<file path="src/rtl/musa_boot_pkg.sv">
// Shared definitions for the MUSA boot loader: FSM states, error codes and
// the width of the image length field.
package musa_boot_pkg;

    // Width of the big-endian word-count field at the head of an image.
    localparam int LEN_W = 16;

    // Loader FSM states.
    typedef enum logic [2:0] {
        ST_IDLE   = 3'd0,
        ST_LEN_HI = 3'd1,
        ST_LEN_LO = 3'd2,
        ST_DATA   = 3'd3,
        ST_WRITE  = 3'd4,
        ST_CHECK  = 3'd5,
        ST_RUN    = 3'd6,
        ST_FAIL   = 3'd7
    } state_t;

    // Values reported on err_code.
    localparam logic [1:0] ERR_NONE    = 2'b00;
    localparam logic [1:0] ERR_CKSUM   = 2'b01;
    localparam logic [1:0] ERR_SIZE    = 2'b10;
    localparam logic [1:0] ERR_TIMEOUT = 2'b11;

endpackage : musa_boot_pkg

</file>
<file path="src/rtl/musa_boot_assembler.sv">
// Byte-to-word assembler for the boot loader. Shifts data bytes MSB-first
// into a 32-bit word, tracks the byte position within the word and keeps a
// running XOR over every accepted byte (length bytes included).
module musa_boot_assembler
    import musa_boot_pkg::*;
(
    input  logic        clk,
    input  logic        rst_n,
    input  logic        clear,      // restart: drop partial word and checksum
    input  logic        byte_en,    // any accepted byte (feeds the checksum)
    input  logic        word_en,    // accepted byte that belongs to a data word
    input  logic [7:0]  rx_data,
    output logic        word_ready, // this accept completes a word
    output logic [31:0] word,
    output logic [7:0]  checksum
);

    logic [1:0]  byte_idx_q, byte_idx_d;
    logic [31:0] word_q, word_d;
    logic [7:0]  cksum_q, cksum_d;
    logic [31:0] word_shifted;

    // Lane-wise shift: each byte lane takes the lane below it, lane 0 takes
    // the new byte, so the first byte of a word ends up in the top lane.
    assign word_shifted[7:0] = rx_data;
    for (genvar gi = 1; gi < 4; gi++) begin : g_lane
        assign word_shifted[gi*8 +: 8] = word_q[(gi-1)*8 +: 8];
    end

    assign word_ready = word_en && (byte_idx_q == 2'd3);
    assign word       = word_q;
    assign checksum   = cksum_q;

    // Next-state for the shift register, byte index and checksum; clear wins.
    always_comb begin
        byte_idx_d = byte_idx_q;
        word_d     = word_q;
        cksum_d    = cksum_q;
        if (clear) begin
            byte_idx_d = 2'd0;
            word_d     = '0;
            cksum_d    = '0;
        end else begin
            if (byte_en) begin
                cksum_d = cksum_q ^ rx_data;
            end
            if (word_en) begin
                word_d     = word_shifted;
                byte_idx_d = byte_idx_q + 2'd1;
            end
        end
    end

    // Assembler registers.
    always_ff @(posedge clk or negedge rst_n) begin
        if (!rst_n) begin
            byte_idx_q <= 2'd0;
            word_q     <= '0;
            cksum_q    <= '0;
        end else begin
            byte_idx_q <= byte_idx_d;
            word_q     <= word_d;
            cksum_q    <= cksum_d;
        end
    end

endmodule : musa_boot_assembler

</file>
<file path="src/rtl/musa_boot_loader.sv">
// MUSA boot loader: receives a length-prefixed, XOR-checksummed program image
// as a byte stream, writes it word by word into instruction memory and holds
// the core in reset until a complete image with a valid checksum is loaded.
module musa_boot_loader
    import musa_boot_pkg::*;
#(
    parameter int ADDR_W      = 18,
    parameter int MAX_WORDS   = 1024,
    parameter int BASE_ADDR   = 0,
    parameter int TIMEOUT_CYC = 65535
) (
    input  logic              clk,
    input  logic              rst_n,
    input  logic              start,
    input  logic [7:0]        rx_data,
    input  logic              rx_valid,
    output logic              rx_ready,
    output logic [ADDR_W-1:0] imem_addr,
    output logic [31:0]       imem_wdata,
    output logic              imem_wren,
    output logic              core_rst_n,
    output logic              busy,
    output logic              done,
    output logic              error,
    output logic [1:0]        err_code
);

    localparam int TO_W = $clog2(TIMEOUT_CYC + 1);
    localparam logic [TO_W-1:0]   TO_LAST   = TO_W'(TIMEOUT_CYC - 1);
    localparam logic [LEN_W-1:0]  MAX_LEN   = LEN_W'(MAX_WORDS);
    localparam logic [ADDR_W-1:0] BASE_ADDR_L = ADDR_W'(BASE_ADDR);

    state_t            state_q, state_d;
    logic [LEN_W-1:0]  len_q, len_d;
    logic [LEN_W-1:0]  word_idx_q, word_idx_d;
    logic [TO_W-1:0]   to_cnt_q, to_cnt_d;
    logic [1:0]        err_q, err_d;

    logic              accept;
    logic              word_en;
    logic              word_ready;
    logic [7:0]        checksum;
    logic [LEN_W-1:0]  len_shifted;
    logic [LEN_W-1:0]  word_idx_inc;

    // Byte-stream side: the loader only listens while it expects a byte, and
    // the timeout counter runs in exactly those states as well.
    assign rx_ready = (state_q == ST_LEN_HI) || (state_q == ST_LEN_LO) ||
                      (state_q == ST_DATA)   || (state_q == ST_CHECK);
    assign accept   = rx_valid && rx_ready;
    assign word_en  = accept && (state_q == ST_DATA);

    assign len_shifted  = {len_q[LEN_W-9:0], rx_data};
    assign word_idx_inc = word_idx_q + 16'd1;

    // Status and memory outputs are decoded straight from registered state,
    // so an asynchronous reset forces them to their idle values at once.
    assign imem_wren  = (state_q == ST_WRITE);
    assign imem_addr  = BASE_ADDR_L + ADDR_W'(word_idx_q);
    assign core_rst_n = (state_q == ST_RUN);
    assign done       = (state_q == ST_RUN);
    assign error      = (state_q == ST_FAIL);
    assign busy       = rx_ready || (state_q == ST_WRITE);
    assign err_code   = err_q;

    musa_boot_assembler u_asm (
        .clk        (clk),
        .rst_n      (rst_n),
        .clear      (start),
        .byte_en    (accept),
        .word_en    (word_en),
        .rx_data    (rx_data),
        .word_ready (word_ready),
        .word       (imem_wdata),
        .checksum   (checksum)
    );

    // Next-state logic: start overrides everything, then the per-state
    // handshake, then the inter-byte timeout.
    always_comb begin
        state_d    = state_q;
        len_d      = len_q;
        word_idx_d = word_idx_q;
        to_cnt_d   = to_cnt_q;
        err_d      = err_q;

        if (start) begin
            state_d    = ST_LEN_HI;
            len_d      = '0;
            word_idx_d = '0;
            to_cnt_d   = '0;
            err_d      = ERR_NONE;
        end else begin
            case (state_q)
                ST_LEN_HI: begin
                    if (accept) begin
                        len_d   = len_shifted;
                        state_d = ST_LEN_LO;
                    end
                end
                ST_LEN_LO: begin
                    if (accept) begin
                        len_d = len_shifted;
                        if (len_shifted > MAX_LEN) begin
                            state_d = ST_FAIL;
                            err_d   = ERR_SIZE;
                        end else if (len_shifted == '0) begin
                            state_d = ST_CHECK;
                        end else begin
                            state_d = ST_DATA;
                        end
                    end
                end
                ST_DATA: begin
                    if (word_ready) begin
                        state_d = ST_WRITE;
                    end
                end
                ST_WRITE: begin
                    word_idx_d = word_idx_inc;
                    state_d    = (word_idx_inc == len_q) ? ST_CHECK : ST_DATA;
                end
                ST_CHECK: begin
                    if (accept) begin
                        if (rx_data == checksum) begin
                            state_d = ST_RUN;
                        end else begin
                            state_d = ST_FAIL;
                            err_d   = ERR_CKSUM;
                        end
                    end
                end
                default: begin
                    // IDLE, RUN and FAIL wait for start.
                end
            endcase

            // Inter-byte watchdog: any accept re-arms it; WRITE holds it.
            if (rx_ready) begin
                if (accept) begin
                    to_cnt_d = '0;
                end else if (to_cnt_q == TO_LAST) begin
                    state_d = ST_FAIL;
                    err_d   = ERR_TIMEOUT;
                end else begin
                    to_cnt_d = to_cnt_q + 1'b1;
                end
            end
        end
    end

    // Loader state, length, word index, timeout and error registers.
    always_ff @(posedge clk or negedge rst_n) begin
        if (!rst_n) begin
            state_q    <= ST_IDLE;
            len_q      <= '0;
            word_idx_q <= '0;
            to_cnt_q   <= '0;
            err_q      <= ERR_NONE;
        end else begin
            state_q    <= state_d;
            len_q      <= len_d;
            word_idx_q <= word_idx_d;
            to_cnt_q   <= to_cnt_d;
            err_q      <= err_d;
        end
    end

endmodule : musa_boot_loader
</file>
<file path="config.mk">
export PLATFORM = sky130hd
export DESIGN_NAME = musa_boot_loader
export DESIGN_NICKNAME = d
export VERILOG_FILES = /design/src/rtl/musa_boot_pkg.sv /design/src/rtl/musa_boot_assembler.sv /design/src/rtl/musa_boot_loader.sv
export SDC_FILE = /design/constraint.sdc
export NUM_CORES = 1
export LEC_CHECK = 0
export CAP_MARGIN = 0
export CORE_MARGIN = 3
export CORE_UTILIZATION = 45
export DETAILED_ROUTE_END_ITERATION = 10
export PLACE_DENSITY = 0.68
export SYNTH_ARGS = -nofsm -noshare
export SYNTH_HDL_FRONTEND = slang
export SYNTH_SLANG_ARGS = --single-unit
</file>
<file path="constraint.sdc">
create_clock -name clk -period 4.7 [get_ports clk]
set_clock_uncertainty 0.1 [all_clocks]
set_input_delay 0.94 -clock clk [delete_from_list [all_inputs] [get_ports clk]]
set_output_delay 0.94 -clock clk [all_outputs]
set_load 0.05 [all_outputs]
</file>
==> results.txt <==
Status - completed
Max cap viols - 0
Core ar. - 10,900 µm²
P&R area growth vs syn - 18.3%
H-tree levels - 3
Synth Area in Adders - 0.00994
CTS clock-pin slew for the worst setup and hold paths - 90 ps
Async SR Flop Fraction - 1.00
Most common cell in the netlist - nand2_1
Hold Path Class - reg2reg
Post-route ant nets - 0
Worst r2r path cells - 6
Chip height - 112 µm
Tot GR Track Use - 0.194
Post-layout min period - 3430 ps
Multiplexer area fraction after synthesis - 0.00397
Detailed-route via count - 4,112
Clock tree buffer depth - 2
Seq/Total Area, Yosys - 0.472
Post-CTS Resized - 0
# DRC - 0
Die ar. - 12,500 µm²
Synth Instances - 569
Clock sink count - 95
DP HPWL - 8160 µm
Number of flops mapped to enable cells by yosys - 0
XOR/XNOR Fraction of Synth Area - 0.106
Synth Flop Type - dfrtp_1
Setup_tns - 0 ps
Compound-Gate Fraction of Synth Area - 0.123
I/O Buffers - 67
Final Hold Viols - 0
Top-area cell type share of the netlist area - 0.472
Critical Path Sink Type - output port
Dpl cell area - 5730 µm²
Simple-gate portion of the synthesized area - 0.240
Post-Route WL - 11,700 µm
TritonCTS buffer count - 9
CTS Hold Bufs - 0
Largest net degree at the start of global routing - 66
WP data arrival - 2390 ps
DR pass1 iterations - 4
Worst VDD drop - 0.214 mV
Total Power - 0.00225 W
PwrDens - 379 nW/µm²
Max-slew violation count - 0
Startpoint types - register
Least-Margin Pin Slew - 1080 ps
Rel. slew slack - 0.281
Fill cell count - 1,009
Main combinational cell family by area after synthesis - simple AND/OR/NAND/NOR gates
Row cnt - 38
Yosys top cell by area - dfrtp_1
CTS tree - done
Grt ovf - 0
Register area - 2380 µm²
GPL Wtd Cong - 0.837
Worst-path fanout max - 15
Synth Cell Area - 5040 µm²
Bufs and invs on worst path - 1
Layout cell share with drive strength beyond 1 - 0.0550
Wire length per cell - 15.5 µm
Unrepaired setup endpoints after global routing - no
Crit-path slowest cell - clkdlybuf4s50_1
Crit path max-delay family - buffers and inverters
Average size of a mapped cell - 8.85 µm²
Yosys cell types - 54
Crit path cell chain - nor3_4, clkdlybuf4s50_1
First-pass GRT wire length - 19,800 µm
Max stage delay on crit path - 900 ps
Die W - 112 µm
Clock latency at the later pin of the worst-skew pair - 360 ps
Root buffer cell - clkbuf_8
Hold path cells - 2
Via/cell ratio - 5.42
Crit path required time - 3660 ps
Lkg Pwr - 2.49 nW
Fmax - 292 MHz
Number of global-route vias before repair - 3,875
#FFs+latches synth - 95
Drt initial violations - 274
Postcts setup bufs - 0
Crit path kind - reg2out
Final Net Count - 629
Diodes inserted - 0
Initial Util - 0.463
Yosys warns - 0
WP depth - 2
Post-synth top cells - 123 x nand2_1, 95 x dfrtp_1, 55 x nor2_1, 42 x a21oi_1, 41 x xor2_1
Setup violators final - 0
Initial antenna violation count - 0
Post-route cell area - 5960 µm²
Area of the multi-input gates - 2450 µm²
Top cells by area, synth - dfrtp_1 47%, nand2_1 9.2%, xor2_1 7.1%, a21oi_1 4.2%, nor2_1 4.1%
I/O pin total - 70
Final period utilization - 0.730
## report_power, final
group	internal, W	switching [W]
clock network	0.000317	0.000293
logic	0.000220	0.000412
registers	0.000896	0.000118
total	0.00143	0.000822
## registers in the layout, summed over array words and instances (netlist names)
name,count
err_code,2
len_q,16
state_q,3
to_cnt_q,16
u_asm.byte_idx_q,2
u_asm.checksum,8
u_asm.word,32
word_idx_q,16
## through the flow
stage | std cells | setup WS [ps] | hold WS (ps) | utilization
6_report | 758 | 1270 | 414 | 0.547
5_1_grt | 758 | 1200 | 450 | 0.547
2_1_floorplan | 570 | 1820 | 364 | -
3_5_place_dp | 742 | 1380 | 398 | 0.526
3_3_place_gp | 742 | 1450 | 386 | 0.526
4_1_cts | 758 | 1270 | 425 | 0.547
## tightest hold or removal path, stage by stage, from the launching register on
cell and delay (ps):
dfrtp_1 360, nand2_1 50, o21ai_0 60
## kinds of logic (layout without fill, tap and decap cells)
group	after synthesis	after routing
AO/OA/AOI/OAI	102	102
XOR/XNOR	61	61
adder cells (fa/ha/maj)	4	4
buffers and inverters	49	97
flip-flops	95	95
multiplexers	2	2
other	1	2
AND/OR/NAND/NOR	255	255
## placed cells by master, fill, tap and decap left out, types with 2 or more instances in the layout
cell,n
o31a_1,2
a31oi_1,2
nor3b_1,2
a21oi_1,41
conb_1,2
nor4_1,3
dfrtp_1,95
nand4_4,2
o2111ai_1,5
or4_1,2
buf_4,5
nor3_1,12
clkbuf_8,10
mux2i_1,2
and2_1,5
o21ai_0,23
xnor2_1,20
and4_1,5
and3_1,8
o211ai_1,6
inv_1,10
o21ai_1,3
nand3_1,12
bufinv_16,2
o31ai_1,5
nor2b_1,4
nor2_1,55
ha_1,4
xor2_1,41
clkdlybuf4s50_1,65
nand2_1,123
or3_1,3
nand4_1,9
a211oi_1,4
inv_6,2
nand2b_1,2
## path summary, 6_finish.rpt
path                            start            end  slack, ps
setup / recovery           state_q[0]      imem_wren       1270
hold / removal              len_q[11]      len_q[11]        410
setup reg to reg           state_q[0]   to_cnt_q[15]       2030
hold reg to reg             len_q[11]      len_q[11]        410
max in group asynchronous       rst_n  u_asm.word[6]       3030
min in group asynchronous       rst_n  word_idx_q[7]        570
## routing by layer
layer	part of all wire	GRT usage	vias to the layer above	wire length (µm)
met5	0	0	-	0
met4	0.0062	0.0657	0	73
met3	0.043	0.0250	6	509
met2	0.49	0.306	83	5750
met1	0.46	0.277	2018	5400
li1	-	-	2005	-
## layout make-up
class,instances,area share
sequential,95,0.399
inverter,10,0.00630
clock inverter,6,0.0151
timing repair buffer,71,0.116
multi-input combinational,426,0.411
clock buffer,10,0.0231
tap,140,0.0294
Note: power is estimated with default switching activity, not from simulation.
==> patch, RTL diff (config.mk and constraints unchanged) <==
`LEN_W`: 16 -> 64.
--- a/src/rtl/musa_boot_pkg.sv
+++ b/src/rtl/musa_boot_pkg.sv
@@ -4,5 +4,5 @@
 
     // Width of the big-endian word-count field at the head of an image.
-    localparam int LEN_W = 16;
+    localparam int LEN_W = 64;
 
     // Loader FSM states.
Check against the original RTL: same outputs for any inputs over 4 cycles, from zero or initial values and one cycle with rst_n low; that may be too few to reach the edited logic, so the function may still have changed.
==> patch against the original RTL <==
- final cell count rose by 120%
- synthesized cell count rose by 140%
- setup slack lost 850 ps
- sequential cell count rose by 96
- cell area increased by 110%
- routed wire length grew to 2.8 times the old value
- maximum frequency shrank 20%
- total power increased by 75%
- sequential power increased by 82%
- via count increased by 140%
- area after synthesis grew 130%
- sequential share of layout area is 2.5 points lower
- critical path depth grew 8
- critical path type is now flip-flop to flip-flop
- largest power group unchanged
- highest routed layer unchanged
==> patch: results (changes against the original RTL) <==
* Status: finished clean
* Met2 WL at 14860 µm (+160%)
* Filler cell count at 2374 (+140%)
* Post-synthesis mux area share at 0.003598 (-0.0003767)
* Cts bufs inserted at 17 (+8)
* GRT Util Overall at 0.2397 (+0.04589)
* Share of cells above drive strength 1 at 0.05999 (+0.004969)
* Post-synthesis sequential element count at 191 (+100%)
* WL met3 at 2892 µm (+470%)
* Sum of routed wire segments on met1 at 14310 µm (+160%)
* Final Non-Filler Cells at 1691 (+120%)
* Detailed Route Iter0 Violations at 1075 (+290%)
* Worst-path maximum fanout at 9 (-6)
* Max_slew headroom at 0.2766 (-0.004784)
* Crit path launch: word_idx_q[0]
* Flop2flop setup slack at 420 ps (-1610 ps)
* Final nets at 1370 (+120%)
* # H-tree levels at 4 (+1)
* Vias/cell at 5.822 (+7.3%)
* Initial antenna violation count at 0 (unchanged)
* Library cells used by synthesis at 69 (+28%)
* Async SR Flop Fraction at 1.000 (unchanged)
* Clock slew at reported path FFs at 90 ps (about the same)
* Vias in the first global route at 9487 (+140%)
* Clock Tree Root: clkbuf_16
* Max layer used: met4
* Post-Synth Adder-Cell Area at 0.004361 (-0.005575)
* Largest net degree at the start of global routing at 129 (+95%)
* Synth area leaders: dfrtp_1 42%, nand2_1 6.7%, xor2_1 6.4%, xnor2_1 6.0%, o21ai_0 4.2%
* Post-synthesis sequential area ratio at 0.4164 (-0.05549)
* Crit path DAT at 4520 ps (+2130 ps)
* I/O Buffers at 69 (+3.0%)
* YS warnings at 0 (unchanged)
* Clock latency on the worst-skew pair at 450 ps (+90 ps)
* Commonest cells in the netlist: 206 x nand2_1, 191 x dfrtp_1, 111 x nor2_1, 96 x o21ai_0, 84 x xor2_1
* WL/cell at 19.55 µm (+26%)
* Post-Syn Area per Cell at 8.452 µm² (-4.5%)
* VDD IR max at 0.2824 mV (+32%)
* Leakage power at 4.929 nW (+98%)
* Synth Area in Compound Gates at 0.1051 (-0.01786)
* Top_reg_cell synth: dfrtp_1
* First-pass DRT Iterations at 6 (+2)
* # diodes at 0 (unchanged)
* First-pass GRT wire length at 53220 µm (+170%)
* Final Wtd Congestion at 1.034 (+23%)
* Worst Setup EP: state_q[1]
* Worst Reg2Reg Path Length in Cells at 10 (+4)
* XOR/XNOR Fraction of Synth Area at 0.1236 (+0.01756)
* Post-DP HPWL at 23990 µm (+190%)
-- patch: cell types whose count changed after synthesis, moves of 32 or more --
cell,before,now
xor2_1,41,84
o21ai_0,23,96
xnor2_1,20,78
dfrtp_1,95,191
clkbuf_1,22,73
nand2_1,123,206
nor2_1,55,111
or3_1,3,35
nand4_1,9,47
nand3_1,12,49
nor4_1,3,40
nand2b_1,2,68
-- patch: where the power goes --
group / internal (mW) / switching, mW
combinational: 0.209 / 0.403
clock: 0.730 / 0.769
sequential: 1.71 / 0.130
total: 2.65 / 1.30
-- patch: final cells by class --
class / instances / share of cell area
multi-input cells: 1046 / 0.4769
flip-flops and latches: 191 / 0.3741
repair buffers: 89 / 0.06689
clock buffers: 17 / 0.03330
clock inverters: 15 / 0.01440
inverters: 9 / 0.002644
well taps: 324 / 0.03173
-- patch: worst min path at each step --
stage / slack, ps / start / to
2_1_floorplan: 370 / len_q[57] / len_q[57]
3_3_place_gp: 390 / len_q[63] / len_q[63]
3_5_place_dp: 390 / len_q[63] / len_q[63]
4_1_cts: 410 / len_q[63] / len_q[63]
5_1_grt: 440 / u_asm.word[31] / u_asm.word[31]
6_report: 400 / len_q[63] / len_q[63]
-- patch: critical path, cell delays in order, from the launching register on --
cell and delay, ps:
dfrtp_1 490, ha_1 280, nand3_1 130, or3_1 540, or4_1 790, o31a_1 380
a2111oi_0 500, nand4_1 170, nor4_2 370, a21boi_0 200, o21a_1 220
-- patch: cell families (layout without fill, tap and decap cells) --
| logic type | Yosys count | in the layout |
|---|---|---|
| XOR/XNOR | 162 | 162 |
| flip-flops | 191 | 191 |
| multiplexers | 4 | 4 |
| adder cells (fa/ha/maj) | 4 | 4 |
| buffers and inverters | 121 | 130 |
| AO/OA/AOI/OAI | 211 | 211 |
| AND/OR/NAND/NOR | 665 | 665 |
-- patch: stage by stage --
stage                     instance area, µm²  setup slack [ps]
after floorplan                        11480              1108
after global placement                 12170             603.9
final                                  12770             424.3
after CTS                              12770             493.7
after detailed placement               12170             519.3
after global routing                   12770             233.9
-- patch: layer usage --
metal,vias to the layer above,global-route usage
met4,0,0.08029
li1,4656,-
met2,432,0.3664
met1,4682,0.3370
met5,-,0
met3,75,0.05720
